## src/rtl/cpu_types_pkg.sv

```systemverilog
// cpu_types_pkg: shared types for the MIPS core control path.
//   regbits_t     : 5-bit register index
//   ZERO_REG      : $zero, which never creates a data hazard
//   pctrl_state_t : pipeline controller sequencing state
package cpu_types_pkg;

    typedef logic [4:0] regbits_t;

    localparam regbits_t ZERO_REG = '0;

    typedef enum logic [1:0] {
        RUN    = 2'd0,
        DWAIT  = 2'd1,
        HALTED = 2'd2
    } pctrl_state_t;

endpackage

```

## src/rtl/pipeline_ctrl_sat_counter.sv

```systemverilog
// sat_counter: performance counter that counts up on inc and sticks at all-ones.
//   CLK, nRST : clock, async active-low reset (clears count)
//   inc       : count this cycle
//   count     : current value, saturates at 2**CNT_W-1
module sat_counter #(
    parameter int CNT_W = 32
) (
    input  logic             CLK,
    input  logic             nRST,
    input  logic             inc,
    output logic [CNT_W-1:0] count
);

    localparam logic [CNT_W-1:0] ONE = {{(CNT_W-1){1'b0}}, 1'b1};

    always_ff @(posedge CLK or negedge nRST) begin
        if (!nRST)
            count <= '0;
        else if (inc && (count != '1))
            count <= count + ONE;
    end

endmodule

```

## src/rtl/pipeline_ctrl.sv

```systemverilog
// pipeline_ctrl: hazard/stall/flush sequencer for the 5-stage MIPS pipeline.
//   CLK, nRST              : clock, async active-low reset
//   ihit, dhit             : imem / dmem access completed this cycle
//   mem_dREN, mem_dWEN     : load / store sitting in MEM
//   mem_pc_redirect        : taken branch or jump resolved in MEM
//   ex_MemtoReg, ex_regWEN, ex_wsel : EX instruction load/write/destination
//   id_rs, id_rt, id_uses_rt        : ID instruction source registers
//   wb_halt                : halt instruction reached WB
//   *_en, *_flush          : latch controls (flush overrides en in the latch)
//   pc_en, imemREN         : PC update, instruction read request
//   halt                   : sticky halted flag
//   stall_cnt, flush_cnt   : saturating stall / redirect counters
module pipeline_ctrl
    import cpu_types_pkg::*;
#(
    parameter int CNT_W = 32
) (
    input  logic             CLK,
    input  logic             nRST,
    input  logic             ihit,
    input  logic             dhit,
    input  logic             mem_dREN,
    input  logic             mem_dWEN,
    input  logic             mem_pc_redirect,
    input  logic             ex_MemtoReg,
    input  logic             ex_regWEN,
    input  regbits_t         ex_wsel,
    input  regbits_t         id_rs,
    input  regbits_t         id_rt,
    input  logic             id_uses_rt,
    input  logic             wb_halt,
    output logic             ifid_en,
    output logic             idex_en,
    output logic             exmem_en,
    output logic             memwb_en,
    output logic             ifid_flush,
    output logic             idex_flush,
    output logic             exmem_flush,
    output logic             memwb_flush,
    output logic             pc_en,
    output logic             imemREN,
    output logic             halt,
    output logic [CNT_W-1:0] stall_cnt,
    output logic [CNT_W-1:0] flush_cnt
);

    pctrl_state_t state, next_state;
    logic         halted;
    logic         daccess;
    logic         loaduse;
    logic         redirect_sq;

    assign halted  = (state == HALTED);
    assign daccess = mem_dREN | mem_dWEN;
    assign loaduse = ex_MemtoReg & ex_regWEN & (ex_wsel != ZERO_REG) &
                     ((ex_wsel == id_rs) | (id_uses_rt & (ex_wsel == id_rt)));

    always_ff @(posedge CLK or negedge nRST) begin
        if (!nRST) begin
            state <= RUN;
            halt  <= 1'b0;
        end else begin
            state <= next_state;
            halt  <= halt | wb_halt;
        end
    end

    always_comb begin
        next_state = state;
        if (wb_halt)
            next_state = HALTED;
        else begin
            case (state)
                RUN:     if (daccess && !dhit) next_state = DWAIT;
                DWAIT:   if (dhit) next_state = RUN;
                default: next_state = state;
            endcase
        end
    end

    // Priority chain: halted, data stall, data complete, redirect,
    // load-use, fetch wait, free run.
    always_comb begin
        ifid_en     = 1'b0;
        idex_en     = 1'b0;
        exmem_en    = 1'b0;
        memwb_en    = 1'b0;
        ifid_flush  = 1'b0;
        idex_flush  = 1'b0;
        exmem_flush = 1'b0;
        memwb_flush = 1'b0;
        pc_en       = 1'b0;
        redirect_sq = 1'b0;
        // The shared cache port belongs to dmem whenever MEM holds an access.
        imemREN     = !halted && !daccess;

        if (halted) begin
            // everything frozen
        end else if (daccess && !dhit) begin
            // whole pipe waits for dmem
        end else if (daccess) begin
            idex_en  = 1'b1;
            exmem_en = 1'b1;
            memwb_en = 1'b1;
            // imem lost the port this cycle, so IF/ID holds nothing valid
            // unless a load-use bubble must keep ID in place instead.
            if (loaduse)
                idex_flush = 1'b1;
            else
                ifid_flush = 1'b1;
        end else if (mem_pc_redirect) begin
            ifid_flush  = 1'b1;
            idex_flush  = 1'b1;
            exmem_flush = 1'b1;
            memwb_en    = 1'b1;
            pc_en       = 1'b1;
            redirect_sq = 1'b1;
        end else if (loaduse) begin
            idex_flush = 1'b1;
            exmem_en   = 1'b1;
            memwb_en   = 1'b1;
        end else if (!ihit) begin
            ifid_flush = 1'b1;
            idex_en    = 1'b1;
            exmem_en   = 1'b1;
            memwb_en   = 1'b1;
        end else begin
            ifid_en  = 1'b1;
            idex_en  = 1'b1;
            exmem_en = 1'b1;
            memwb_en = 1'b1;
            pc_en    = 1'b1;
        end
    end

    sat_counter #(.CNT_W(CNT_W)) u_stall_cnt (
        .CLK   (CLK),
        .nRST  (nRST),
        .inc   (!halted && !pc_en),
        .count (stall_cnt)
    );

    sat_counter #(.CNT_W(CNT_W)) u_flush_cnt (
        .CLK   (CLK),
        .nRST  (nRST),
        .inc   (redirect_sq),
        .count (flush_cnt)
    );

endmodule
```

## config.mk

```make
export PLATFORM = sky130hd
export DESIGN_NAME = pipeline_ctrl
export DESIGN_NICKNAME = d
export VERILOG_FILES = /design/src/rtl/cpu_types_pkg.sv /design/src/rtl/pipeline_ctrl_sat_counter.sv /design/src/rtl/pipeline_ctrl.sv
export SDC_FILE = /design/constraint.sdc
export NUM_CORES = 1
export LEC_CHECK = 0
export BUFFER_PORTS_ARGS = -buffer_cell sky130_fd_sc_hd__buf_2
export CAP_MARGIN = 0
export CORE_MARGIN = 2
export CORE_UTILIZATION = 45
export DETAILED_ROUTE_END_ITERATION = 10
export PLACE_DENSITY = 0.8
export SLEW_MARGIN = 20
export SYNTH_ARGS = -nofsm -noshare
export SYNTH_HDL_FRONTEND = slang
export SYNTH_HIERARCHICAL = 1
export SYNTH_SLANG_ARGS = --single-unit
```

## constraint.sdc

```tcl
create_clock -name CLK -period 2.8 [get_ports CLK]
set_input_delay 0.28 -clock CLK [delete_from_list [all_inputs] [get_ports CLK]]
set_output_delay 0.28 -clock CLK [all_outputs]
set_load 0.03 [all_outputs]
```

==> out/results.tsv <==
stage	metric	value	unit
power_and_ir_drop	comb_power_share	0.080	
sta	setup_viol	0	
synthesis	synth_area_leaders	dfrtp_1 46%, xnor2_1 12%, nand4_1 5.9%	
drt	route.detailed.drc	0	
grt	grt_pass1_wl	13900	um
drt	drtAntennaViolNets	0	
layout	drive_gt1_frac	0.316	
placed_design	routabilityCongestion	0.829	
placed_design	dpl.cell_count	560	
layout	layout.nets	498	
synthesis	synth_cell_type_count	52	
grt	grt_max_degree	40	
power_and_ir_drop	p_leak	2.18	nW
floorplan	die_h	93.7	um
floorplan	fp-row-count	32	
sta	slew_viol_final	0	
clocking	post_cts_buffers	0	
floorplan	dieArea	8770	um2
floorplan	initial_utilization	0.466	
floorplan	pin_count	101	
drt	vias	3192	
clocking	cts.sinks	67	
synthesis	ys_seq_area_frac	0.464	
synthesis	yosysTopAreaCellShare	0.464	
synthesis	synth_edf_count	0	
grt	grt_pass1_vias	2994	
clocking	cts_buffers	9	
sta	finalHoldViolCount	0	
sta	setup_slack	484	ps
sta	grt_setup_unrepaired	false	
grt	antenna_found_initial	0	
placed_design	io_buffers	99	
power_and_ir_drop	seqPwrFrac	0.537	
power_and_ir_drop	power.density	419	nW/um2
clocking	ctsResizeCount	0	
layout	areaGrowthSynthToFinish	23.6	%
layout	fin_util	0.576	
sta	min_period	2320	ps
clocking	htree_num_levels	3	
power_and_ir_drop	p_int	0.00139	W
power_and_ir_drop	p_sw_frac	0.260	
drt	avgRoutedWirePerCell	14.7	um
drt	drt-total-wl	8460	um
layout	antennaDiodeCount	0	
clocking	insertion_delay	330	ps
drt	drt_first_pass_iters	4	
synthesis	async_flop_share	1.00	
layout	fillerInstances	705	
sta	fmax	0.432	GHz
sta	skew	8.89	ps
power_and_ir_drop	clockPowerShare	0.383	
sta	tightest_slew	671	ps
synthesis	synthFlopType	dfrtp_1	
sta	relSlewSlack	0.552	
critical_path	end_kind	flip-flop	
critical_path	timing.critical_path.from_type	primary input	
synthesis	syn-num-nets	383	
placed_design	post-place-ws	143	ps
drt	avgViaCountPerCell	5.53	
floorplan	die_w	93.7	um
critical_path	criticalPathCategory	in -> reg	
drt	first_iter_violations	128	
critical_path	worstPathRequired	3060	ps
grt	grt_remaining_overflow	0	
min_path	hold_path.class	in -> reg	
clocking	clkTransAtPathRegs	70	ps
synthesis	yosys-top-cells-count	67 x dfrtp_1, 50 x xnor2_1, 34 x nand4_1	
layout	stdcell_count	577	
floorplan	design.core.area	7770	um2
sta	period_share	0.827	
clocking	ctsHoldBuffers	1	
synthesis	synth_area_per_cell	10.2	um2
sta	tns	0	ps
synthesis	yosysMostFrequentCell	dfrtp_1	
critical_path	crit_fanout	6	
synthesis	syn_inst	355	
clocking	cts-root-buf	clkbuf_8	
synthesis	ys_seq_elements	67	
synthesis	yosysTopAreaCell	dfrtp_1	
synthesis	synth-warning-count	6	
power_and_ir_drop	switching_power	0.000487	W
power_and_ir_drop	ir_drop	0.000485	V
critical_path	arrival	2570	ps
grt	grt_usage	0.198	
clocking	tritoncts	yes	
synthesis	syn_area	3620	um2
run_status	status	finished, final reports clean	
clocking	clockBufferDepth	2	
run	drv_cap	0	
placed_design	place_hpwl	6390	um
==> area by class of cell <==
cell class | instances | area (um2) | share of cell area
multi-input combinational | 279 | 1890 | 0.422
sequential | 67 | 1680 | 0.375
timing repair buffer | 109 | 586 | 0.131
clock buffer | 10 | 138 | 0.0308
tap | 102 | 128 | 0.0285
clock inverter | 6 | 41.3 | 0.00923
inverter | 4 | 15.0 | 0.00336
==> power by group through the flow <==
stage | Sequential (W) | Combinational, W | Clock [W]
3_3_place_gp | 0.00102 | 0.000146 | 0
2_1_floorplan | 0.00105 | 0.0000495 | 0
5_1_grt | 0.00101 | 0.000165 | 0.000790
3_5_place_dp | 0.00102 | 0.000150 | 0
6_report | 0.00100 | 0.000150 | 0.000718
4_1_cts | 0.00100 | 0.000152 | 0.000742
==> worst paths after layout <==
check                                      startpoint                     to  slack [ps]  depth (start not counted)
worst max-delay path                       ex_wsel[0]  u_stall_cnt/count[20]         480                         11
worst min-delay path                          wb_halt               state[0]         120                          2
worst max register to register  u_stall_cnt/count[26]   u_stall_cnt/count[1]         500                          5
worst min register to register                   halt                   halt         460                          1
max in group asynchronous                        nRST  u_stall_cnt/count[25]        1640                          3
min in group asynchronous                        nRST  u_flush_cnt/count[20]         510                          2
==> cell usage in the layout (no fill, tap or decap), drive strengths merged, types with 2 or more instances in the layout <==
master and count:
o21ai 7, clkbuf 10, nand3 31, nor4 9, and4 5, or2 2
o211ai 3, nor2b 4, clkinvlp 3, xnor2 50, a21oi 4, clkinv 3
nor3 12, xor2 15, mux2 4, and2 2, dfrtp 67, nor2 26
ha 2, and3 10, nand3b 2, nand4 36, nand2 34, buf 108
or4 5, inv 4, or3 2
==> worst max-delay path: stages <==
cell	delay [ps]
buf_2	130
xnor2_1	150
nand3_1	90
o22ai_1	220
nor2b_2	200
o211a_1	170
nand4_1	130
or3_1	460
nor3b_2	370
and3_1	220
xor2_1	150
==> kinds of logic after synthesis <==
kind of cell    after synthesis  share of synthesized area
xor+xnor                     65                      0.157
flops                        67                      0.464
buf+inv                       9                     0.0145
other cells                   1                    0.00104
compound gates               23                     0.0477
simple gates                184                      0.295
mux                           4                     0.0135
fa+ha+maj                     2                    0.00692
==> state kept, by name, indices dropped and copies added (netlist names) <==
register	flops
u_flush_cnt/count	32
state	2
u_stall_cnt/count	32
halt	1
==> per-stage QoR <==
step / total power (W) / instance area (um2) / hold WS [ps]
3_3_place_gp: 0.00117 / 4280 / 346
2_1_floorplan: 0.00110 / 3620 / -15.6
5_1_grt: 0.00196 / 4470 / 84.5
4_1_cts: 0.00190 / 4470 / 106
3_5_place_dp: 0.00117 / 4280 / 356
6_report: 0.00187 / 4470 / 120
==> per-layer routing <==
metal | track usage | vias to the layer above | wire length (um)
li1 | - | 1517 | -
met1 | 0.253 | 1548 | 3650
met2 | 0.329 | 119 | 4180
met3 | 0.0634 | 8 | 539
met4 | 0.0483 | 0 | 85
met5 | 0 | - | 0
No activity file was read; power rests on OpenSTA's default activity.
